## src/rtl/ysyx_23060208_lsu.sv

```systemverilog
`default_nettype none
// ============================================================================
// Module  : ysyx_23060208_lsu
// Brief   : Single-outstanding load/store unit bridging EXU requests to AXI4.
// Revision: 1.0
// ============================================================================
module ysyx_23060208_lsu #(
  parameter int         ADDR_WIDTH = 32,
  parameter int         XLEN       = 32,
  parameter int         BUS_WIDTH  = 64,
  parameter logic [3:0] AXI_ID     = 4'd1
) (
  input  logic                    clock,
  input  logic                    reset,
  // EXU request
  input  logic                    req_valid,
  output logic                    req_ready,
  input  logic                    req_wen,
  input  logic [ADDR_WIDTH-1:0]   req_addr,
  input  logic [1:0]              req_size,
  input  logic                    req_unsigned,
  input  logic [XLEN-1:0]         req_wdata,
  // EXU response
  output logic                    resp_valid,
  input  logic                    resp_ready,
  output logic [XLEN-1:0]         resp_rdata,
  output logic                    resp_err,
  output logic                    resp_misalign,
  // AXI4 AW
  output logic                    awvalid,
  input  logic                    awready,
  output logic [ADDR_WIDTH-1:0]   awaddr,
  output logic [3:0]              awid,
  output logic [7:0]              awlen,
  output logic [2:0]              awsize,
  output logic [1:0]              awburst,
  // AXI4 W
  output logic                    wvalid,
  input  logic                    wready,
  output logic [BUS_WIDTH-1:0]    wdata,
  output logic [BUS_WIDTH/8-1:0]  wstrb,
  output logic                    wlast,
  // AXI4 B
  input  logic                    bvalid,
  output logic                    bready,
  input  logic [1:0]              bresp,
  input  logic [3:0]              bid,
  // AXI4 AR
  output logic                    arvalid,
  input  logic                    arready,
  output logic [ADDR_WIDTH-1:0]   araddr,
  output logic [3:0]              arid,
  output logic [7:0]              arlen,
  output logic [2:0]              arsize,
  output logic [1:0]              arburst,
  // AXI4 R
  input  logic                    rvalid,
  output logic                    rready,
  input  logic [BUS_WIDTH-1:0]    rdata,
  input  logic [1:0]              rresp,
  input  logic                    rlast,
  input  logic [3:0]              rid
);

  localparam int STRB_WIDTH = BUS_WIDTH / 8;
  localparam int LANE_BITS  = $clog2(STRB_WIDTH);

  typedef enum logic [2:0] {
    S_IDLE = 3'd0,
    S_AR   = 3'd1,
    S_R    = 3'd2,
    S_AW_W = 3'd3,
    S_B    = 3'd4,
    S_RESP = 3'd5
  } state_e;

  state_e                state_q, state_d;
  logic [ADDR_WIDTH-1:0] addr_q, addr_d;
  logic [1:0]            size_q, size_d;
  logic                  unsigned_q, unsigned_d;
  logic                  wen_q, wen_d;
  logic [XLEN-1:0]       wdata_q, wdata_d;
  logic                  aw_done_q, aw_done_d;
  logic                  w_done_q, w_done_d;
  logic [XLEN-1:0]       resp_rdata_q, resp_rdata_d;
  logic                  resp_err_q, resp_err_d;
  logic                  resp_misalign_q, resp_misalign_d;

  logic                  req_misalign;
  logic [LANE_BITS-1:0]  lane;
  logic [LANE_BITS+2:0]  bit_off;
  logic [7:0]            ld_byte;
  logic [15:0]           ld_half;
  logic [31:0]           ld_word;
  logic [XLEN-1:0]       load_ext;
  logic [STRB_WIDTH-1:0] strb_base;
  logic                  aw_fire;
  logic                  w_fire;
  logic                  unused_rlast;

  // rlast is implied by arlen = 0; the single R beat is the last one.
  assign unused_rlast = rlast;

  always_comb begin
    req_misalign = 1'b0;
    case (req_size)
      2'd1:    req_misalign = req_addr[0];
      2'd2:    req_misalign = (req_addr[1:0] != 2'b00);
      2'd3:    req_misalign = 1'b1;
      default: req_misalign = 1'b0;
    endcase
  end

  assign lane    = addr_q[LANE_BITS-1:0];
  assign bit_off = {lane, 3'b000};
  assign ld_byte = rdata[bit_off +: 8];
  assign ld_half = rdata[bit_off +: 16];
  assign ld_word = rdata[bit_off +: 32];

  always_comb begin
    load_ext = '0;
    case (size_q)
      2'd0: begin
        if (unsigned_q) load_ext = XLEN'(ld_byte);
        else            load_ext = XLEN'($signed(ld_byte));
      end
      2'd1: begin
        if (unsigned_q) load_ext = XLEN'(ld_half);
        else            load_ext = XLEN'($signed(ld_half));
      end
      default: begin
        if (unsigned_q) load_ext = XLEN'(ld_word);
        else            load_ext = XLEN'($signed(ld_word));
      end
    endcase
  end

  always_comb begin
    strb_base = '0;
    case (size_q)
      2'd0:    strb_base = STRB_WIDTH'(1'b1);
      2'd1:    strb_base = STRB_WIDTH'(2'b11);
      default: strb_base = STRB_WIDTH'(4'hF);
    endcase
  end

  // Valids are derived from state, so a handshake in AW_W only needs the ready.
  assign aw_fire = aw_done_q | awready;
  assign w_fire  = w_done_q | wready;

  always_comb begin
    state_d         = state_q;
    addr_d          = addr_q;
    size_d          = size_q;
    unsigned_d      = unsigned_q;
    wen_d           = wen_q;
    wdata_d         = wdata_q;
    aw_done_d       = aw_done_q;
    w_done_d        = w_done_q;
    resp_rdata_d    = resp_rdata_q;
    resp_err_d      = resp_err_q;
    resp_misalign_d = resp_misalign_q;

    case (state_q)
      S_IDLE: begin
        if (req_valid) begin
          addr_d     = req_addr;
          size_d     = req_size;
          unsigned_d = req_unsigned;
          wen_d      = req_wen;
          wdata_d    = req_wdata;
          if (req_misalign) begin
            state_d         = S_RESP;
            resp_rdata_d    = '0;
            resp_err_d      = 1'b1;
            resp_misalign_d = 1'b1;
          end else begin
            state_d = req_wen ? S_AW_W : S_AR;
          end
        end
      end
      S_AR: begin
        if (arready) state_d = S_R;
      end
      S_R: begin
        if (rvalid) begin
          state_d         = S_RESP;
          resp_rdata_d    = wen_q ? '0 : load_ext;
          resp_err_d      = (rresp != 2'b00) || (rid != AXI_ID);
          resp_misalign_d = 1'b0;
        end
      end
      S_AW_W: begin
        if (aw_fire && w_fire) begin
          state_d   = S_B;
          aw_done_d = 1'b0;
          w_done_d  = 1'b0;
        end else begin
          aw_done_d = aw_fire;
          w_done_d  = w_fire;
        end
      end
      S_B: begin
        if (bvalid) begin
          state_d         = S_RESP;
          resp_rdata_d    = '0;
          resp_err_d      = (bresp != 2'b00) || (bid != AXI_ID);
          resp_misalign_d = 1'b0;
        end
      end
      S_RESP: begin
        if (resp_ready) state_d = S_IDLE;
      end
      default: state_d = S_IDLE;
    endcase
  end

  always_ff @(posedge clock or negedge reset) begin
    if (!reset) begin
      state_q         <= S_IDLE;
      addr_q          <= '0;
      size_q          <= '0;
      unsigned_q      <= 1'b0;
      wen_q           <= 1'b0;
      wdata_q         <= '0;
      aw_done_q       <= 1'b0;
      w_done_q        <= 1'b0;
      resp_rdata_q    <= '0;
      resp_err_q      <= 1'b0;
      resp_misalign_q <= 1'b0;
    end else begin
      state_q         <= state_d;
      addr_q          <= addr_d;
      size_q          <= size_d;
      unsigned_q      <= unsigned_d;
      wen_q           <= wen_d;
      wdata_q         <= wdata_d;
      aw_done_q       <= aw_done_d;
      w_done_q        <= w_done_d;
      resp_rdata_q    <= resp_rdata_d;
      resp_err_q      <= resp_err_d;
      resp_misalign_q <= resp_misalign_d;
    end
  end

  assign req_ready     = (state_q == S_IDLE);
  assign resp_valid    = (state_q == S_RESP);
  assign resp_rdata    = resp_rdata_q;
  assign resp_err      = resp_err_q;
  assign resp_misalign = resp_misalign_q;

  assign arvalid = (state_q == S_AR);
  assign araddr  = addr_q;
  assign arid    = AXI_ID;
  assign arlen   = 8'd0;
  assign arsize  = {1'b0, size_q};
  assign arburst = 2'b01;
  assign rready  = (state_q == S_R);

  assign awvalid = (state_q == S_AW_W) && !aw_done_q;
  assign awaddr  = addr_q;
  assign awid    = AXI_ID;
  assign awlen   = 8'd0;
  assign awsize  = {1'b0, size_q};
  assign awburst = 2'b01;

  assign wvalid  = (state_q == S_AW_W) && !w_done_q;
  assign wdata   = BUS_WIDTH'(wdata_q) << bit_off;
  assign wstrb   = strb_base << lane;
  assign wlast   = 1'b1;
  assign bready  = (state_q == S_B);

endmodule
`default_nettype wire

```

## config.mk

```make
export PLATFORM = sky130hd
export DESIGN_NAME = ysyx_23060208_lsu
export DESIGN_NICKNAME = d
export VERILOG_FILES = /design/src/rtl/ysyx_23060208_lsu.sv
export SDC_FILE = /design/constraint.sdc
export NUM_CORES = 1
export LEC_CHECK = 0
export ABC_AREA = 1
export CORE_AREA = 5 5 139 141
export DETAILED_ROUTE_END_ITERATION = 8
export DIE_AREA = 0 0 144 146
export DONT_BUFFER_PORTS = 1
export GPL_ROUTABILITY_DRIVEN = 0
export PLACE_DENSITY_LB_ADDON = 0.05
export SYNTH_ARGS = -nofsm -noshare
export SYNTH_HDL_FRONTEND = slang
export SYNTH_SLANG_ARGS = --single-unit
```

## constraint.sdc

```tcl
create_clock -name clock -period 1.8 [get_ports clock]
set_clock_uncertainty 0.2 [all_clocks]
set_input_delay 0.09 -clock clock [delete_from_list [all_inputs] [get_ports clock]]
set_output_delay 0.09 -clock clock [all_outputs]
set_load 0.01 [all_outputs]
```

# [Yosys cells after proc, flatten, opt, wreduce, memory -nomap -nowiden]
# Cells that the tools add are included.
[word_totals] register_bits=107 out_inout_bits=212
[classes] muxes=30 n_reduce_logical=16 n_shift=5 bitwise_logic=2 n_eq_ne=18
[ops] operator="32-bit two-way mux" count=7
[ops] operator="32-bit case mux with 3 select lines" count=1
[ops] operator="32-bit case mux with 2 select lines" count=1
[ops] operator="64-bit by 7-bit variable part select with 16-bit output" count=1
[ops] operator="64-bit by 7-bit variable part select with 32-bit output" count=1
[ops] operator="64-bit by 7-bit variable part select with 8-bit output" count=1
[ops] operator="32-bit by 6-bit << shifter with 64-bit output" count=1
[ops] operator="3-bit two-way mux" count=7
[ops] operator="3-bit case mux with 6 select lines" count=1
[ops] operator="1-bit case mux with 3 select lines" count=3
[ops] operator="1-bit two-way mux" count=8
[ops] operator="2-bit inequality test (second input constant)" count=4
[ops] operator="4-bit by 1-bit inequality test with 1-bit output (second input constant)" count=2
[ops] operator="4-bit case mux with 2 select lines" count=1
[ops] operator="8-bit by 3-bit << shifter with 8-bit output" count=1
[ops] operator="3-bit by 2-bit == test with 1-bit output (second input constant)" count=2
[ops] operator="3-bit == test (second input constant)" count=2
[ops] operator="2-bit by 1-bit inequality test with 1-bit output (second input constant)" count=3
[ops] operator="6-bit AND reduction" count=1
[ops] operator="2-bit nonzero test" count=3
[ops] operator="5-bit AND reduction" count=1
[ops] operator="2-bit by 1-bit == test with 1-bit output (second input constant)" count=2
[ops] operator="2-bit == test (second input constant)" count=2
[ops] operator="3-bit by 1-bit == test with 1-bit output (second input constant)" count=1
[ops] operator="9 further kinds" count=14

# [Logic depth before layout (Yosys ltp)]
[depth] ltp_word=6 mapped_depth=13 depth_no_buf=11

# [Least setup slack after synthesis]
# No wires, ideal clock.
[synth_path] kind="reg2out" startpoint="reg addr_q[2], in the netlist araddr[2]" endpoint="out wdata[32]" n_path_buf=4 t_required_ns=1.510 arrival_ns=1.535 stages_incl_launch_ff=8 slack_ns=-0.025 path_cell_list="dfrtp_1 buf_4 nor2_1 buf_4 inv_2 buf_2 buf_2 o221ai_1"
[synth_via] elab_chain_cells=1
[synth_lines] element="from (decl)" line_no="78" text="logic [ADDR_WIDTH-1:0] addr_q, addr_d;"
[synth_lines] element="from (signal assigned)" line_no="233" text="addr_q <= addr_d;"
[synth_lines] element="32-bit by 6-bit << shifter with 64-bit output" line_no="268" text="assign wdata = BUS_WIDTH'(wdata_q) << bit_off;"
[synth_lines] element="to (decl)" line_no="40" text="output logic [BUS_WIDTH-1:0] wdata,"
# Every way passes these cells.

# [Worst setup path in the final report]
[layout_path] startpoint="reg addr_q[0], in the netlist araddr[0]" endpoint="out wstrb[5]"
[layout_via] elab_chain_cells=1
[layout_lines] element="8-bit by 3-bit << shifter with 8-bit output" line_no="269" text="assign wstrb = strb_base << lane;"
[layout_lines] element="to (decl)" line_no="41" text="output logic [BUS_WIDTH/8-1:0] wstrb,"
# Every way passes these cells.

==> results.cfg <==
[status]
status = complete, but fails checks
violations = hold timing, setup timing

[routing]
drt_wl_total_microns = 30800
postRouteAntennaNets = 0
viasPerCell = 5.33
firstDrtPassIters = 5
vias = 8222
drc = 0
drt_iter0_drc = 513
post_drt_wl_per_cell_microns = 20.0

[critical_path]
required_ns = 1.51
path_delay_family = flip-flops
crit_type = reg -> out
critPathSlowestCell = dfrtp_4
crit_buf_inv = 2
reg2reg_slack_ns = -0.22
reg2reg_depth = 11
cp_cell_sequence = bufbuf_16 -> nor2_1 -> buf_4 -> o31ai_1
r2r_start = araddr[0]
cp-start-kind = flip-flop
crit_arrival_ns = 1.84
r2r-end = resp_rdata[20]
cp-end-kind = output pin
path_max_fanout = 11
max_stage_delay_ns = 0.53

[final_layout]
final_util_pct = 61.7
area_growth_pct = 43.4
layout.nets = 1462
multi_input_area_sq_um = 4610
ff_latch_area_sq_um = 2680
drive_gt1_share_pct = 27.7
fin_cells = 1543
final.fill_count = 1609

[synth]
ys_seq_elements = 107
synth_edf_count = 0
syn-cell-area_sq_um = 7680
synth.yosys.seq_area_share_pct = 34.9
yosysWarnings = 0
syn_avg_cell_area_sq_um = 6.88
synth.area.top_cells = dfrtp_1 35%, nand2_1 21%, buf_4 6.9%
synthCells = 1115
ys_async_sr_fraction_pct = 100
yosysTopAreaCellShare_pct = 34.9
ys.flop_type = dfrtp_1
yosysTopAreaCell = dfrtp_1
synth_cell_types = 37

[floorplan]
die_height_microns = 146
ioPinCount = 366
rows = 49
die_x_microns = 144
initial_core_util_pct = 43.0
core_area_sq_um = 17800
dieArea_sq_um = 21000

[global_route]
grt-ovfl-total = 0
grt_usage_pct = 28.5
grt_pass1_vias = 8039
grt_max_degree = 108
grt_pass1_wl_microns = 46200
antenna_found_initial = 2

[sta]
min_period_over_period_pct = 119
relSlewSlack_pct = 66.3
tightest_slew_ns = 0.502
finalSetupTns_ns = -19.85
layout_setup_ws_ns = -0.333
slew_violations = 0
finalHoldViolCount = 110
clock.fmax_mhz = 469
period_minus_slack_ns = 2.13
rsz0062_at_grt = yes
finalSetupViolations = 103
hold_ws_ns = -0.786

[cts]
clk_latency_ns = 0.37
cts_tree = done
cts_root_buf = clkbuf_16
numCtsBuffers = 9
htree_levels = 3
cts.sinks = 107
hold_buffers = 125
clk_pin_slew_ns = 0.08
clockBufferDepth = 2

[placement]
dp_hpwl_microns = 21800
io_buffers = 0
dp_cells = 1373

[pwr]
peakVddDrop_v = 0.00111
p_per_area_nw_per_um2 = 1870
p_leak_nw = 5.54

[hold_path]
hp-class = in -> async

[run]
maxCapViolations = 0
==> cell families after synthesis <==
| family | share of synthesized area (%) |
|---|---|
| compound gates | 8.04 |
| mux | 8.20 |
| simple gates | 34.2 |
| buf+inv | 14.6 |
| other cells | 0.0978 |
| flops | 34.9 |
==> final cells by class <==
type	instances	area share, %
Clock buffer	9	2.05
Antenna cell	2	0.0455
Tap cell	229	2.60
Clock inverter	6	0.569
Timing Repair Buffer	275	25.6
Multi-Input combinational cell	837	41.9
Inverter	78	2.85
Sequential cell	107	24.4
==> sequential cells by signal, summed over array words and instances (netlist names) <==
name,flops
araddr,32
resp_rdata,32
wdata_q,32
state_q,3
size_q,2
aw_done_q,1
resp_err,1
resp_misalign,1
unsigned_q,1
w_done_q,1
wen_q,1
==> cell usage after synthesis (3+ instances only) <==
cell type,n
mux2_2,46
nand3_2,3
a21oi_1,21
clkbuf_1,10
o211ai_1,4
a22oi_1,6
buf_6,5
nand2_1,428
nand4_1,7
dfrtp_1,107
mux2_1,9
nand2_2,3
clkinv_1,3
inv_1,67
o22ai_1,9
o2111ai_1,3
o31ai_1,3
inv_2,7
nor2_1,114
o221ai_1,9
buf_4,71
nand3_1,70
o21ai_0,49
nor2_2,8
buf_2,35
==> power by group <==
part | internal [W] | switching [W] | total [W] | leakage [nW]
clock network | 0.000969 | 0.00105 | 0.00202 | 0.141
registers | 0.00341 | 0.00156 | 0.00497 | 1.32
logic | 0.00592 | 0.00763 | 0.0136 | 4.07
total | 0.0103 | 0.0102 | 0.0205 | 5.54
==> what timing repair did <==
item	in CTS	in global routing
gates cloned	7	2
setup endpoints to repair	102	119
setup buffers	17	6
endpoints found under the hold margin	194	107
pin swaps	25	25
resized for setup	149	66
==> how the worst max path moves through the flow <==
stage                     from              to  cells past startpoint
floorplan            araddr[0]       wdata[31]                      9
global placement    state_q[1]  resp_rdata[21]                     11
detailed placement  state_q[1]  resp_rdata[21]                     11
CTS                  araddr[0]       wdata[29]                      7
global route         araddr[0]       wdata[62]                      8
finish               araddr[0]        wstrb[5]                      4
==> metrics by stage <==
| step | setup WS (ns) | area [sq um] | power [W] | hold slack [ns] |
|---|---|---|---|---|
| after floorplan | 0.00323 | 7790 | 0.0117 | -0.406 |
| after global placement | -0.0799 | 8360 | 0.0155 | -0.402 |
| after detailed placement | -0.0837 | 8360 | 0.0155 | -0.402 |
| after CTS | -0.307 | 10700 | 0.0198 | -0.801 |
| after global routing | -0.406 | 11000 | 0.0219 | -0.800 |
| final | -0.333 | 11000 | 0.0205 | -0.786 |
==> cell usage in the layout (no fill, tap or decap), types with 3 or more instances in the layout <==
cell,netlist,final
buf_6,5,14
clkbuf_16,0,11
conb_1,2,31
buf_12,0,18
nand3_2,3,4
dlygate4sd3_1,0,125
clkinv_1,3,3
o22ai_1,9,3
o221ai_2,0,8
o21ai_2,0,11
o22ai_2,0,6
nor2_2,8,26
dfrtp_1,107,104
a21oi_1,21,18
nand3_1,70,69
inv_4,1,4
nand4_1,7,7
nand2_4,2,12
mux2_2,46,46
o21ai_1,0,18
nor2_4,2,27
nand2_2,3,20
inv_1,67,60
clkinv_4,0,3
inv_2,7,9
buf_4,71,110
o211ai_1,4,4
o21ai_0,49,19
nor2_1,114,72
a22oi_2,0,6
nand2_1,428,401
mux2_1,9,9
bufbuf_16,0,3
==> metal layers <==
layer | vias to the layer above | GRT usage [%] | share of wire, %
met1 | 3845 | 34.2 | 37
met2 | 435 | 47.2 | 49
met5 | - | 0 | 0
met4 | 0 | 13.5 | 4.9
li1 | 3857 | - | -
met3 | 85 | 7.23 | 9.3
Power figures use the tool's default switching activity.
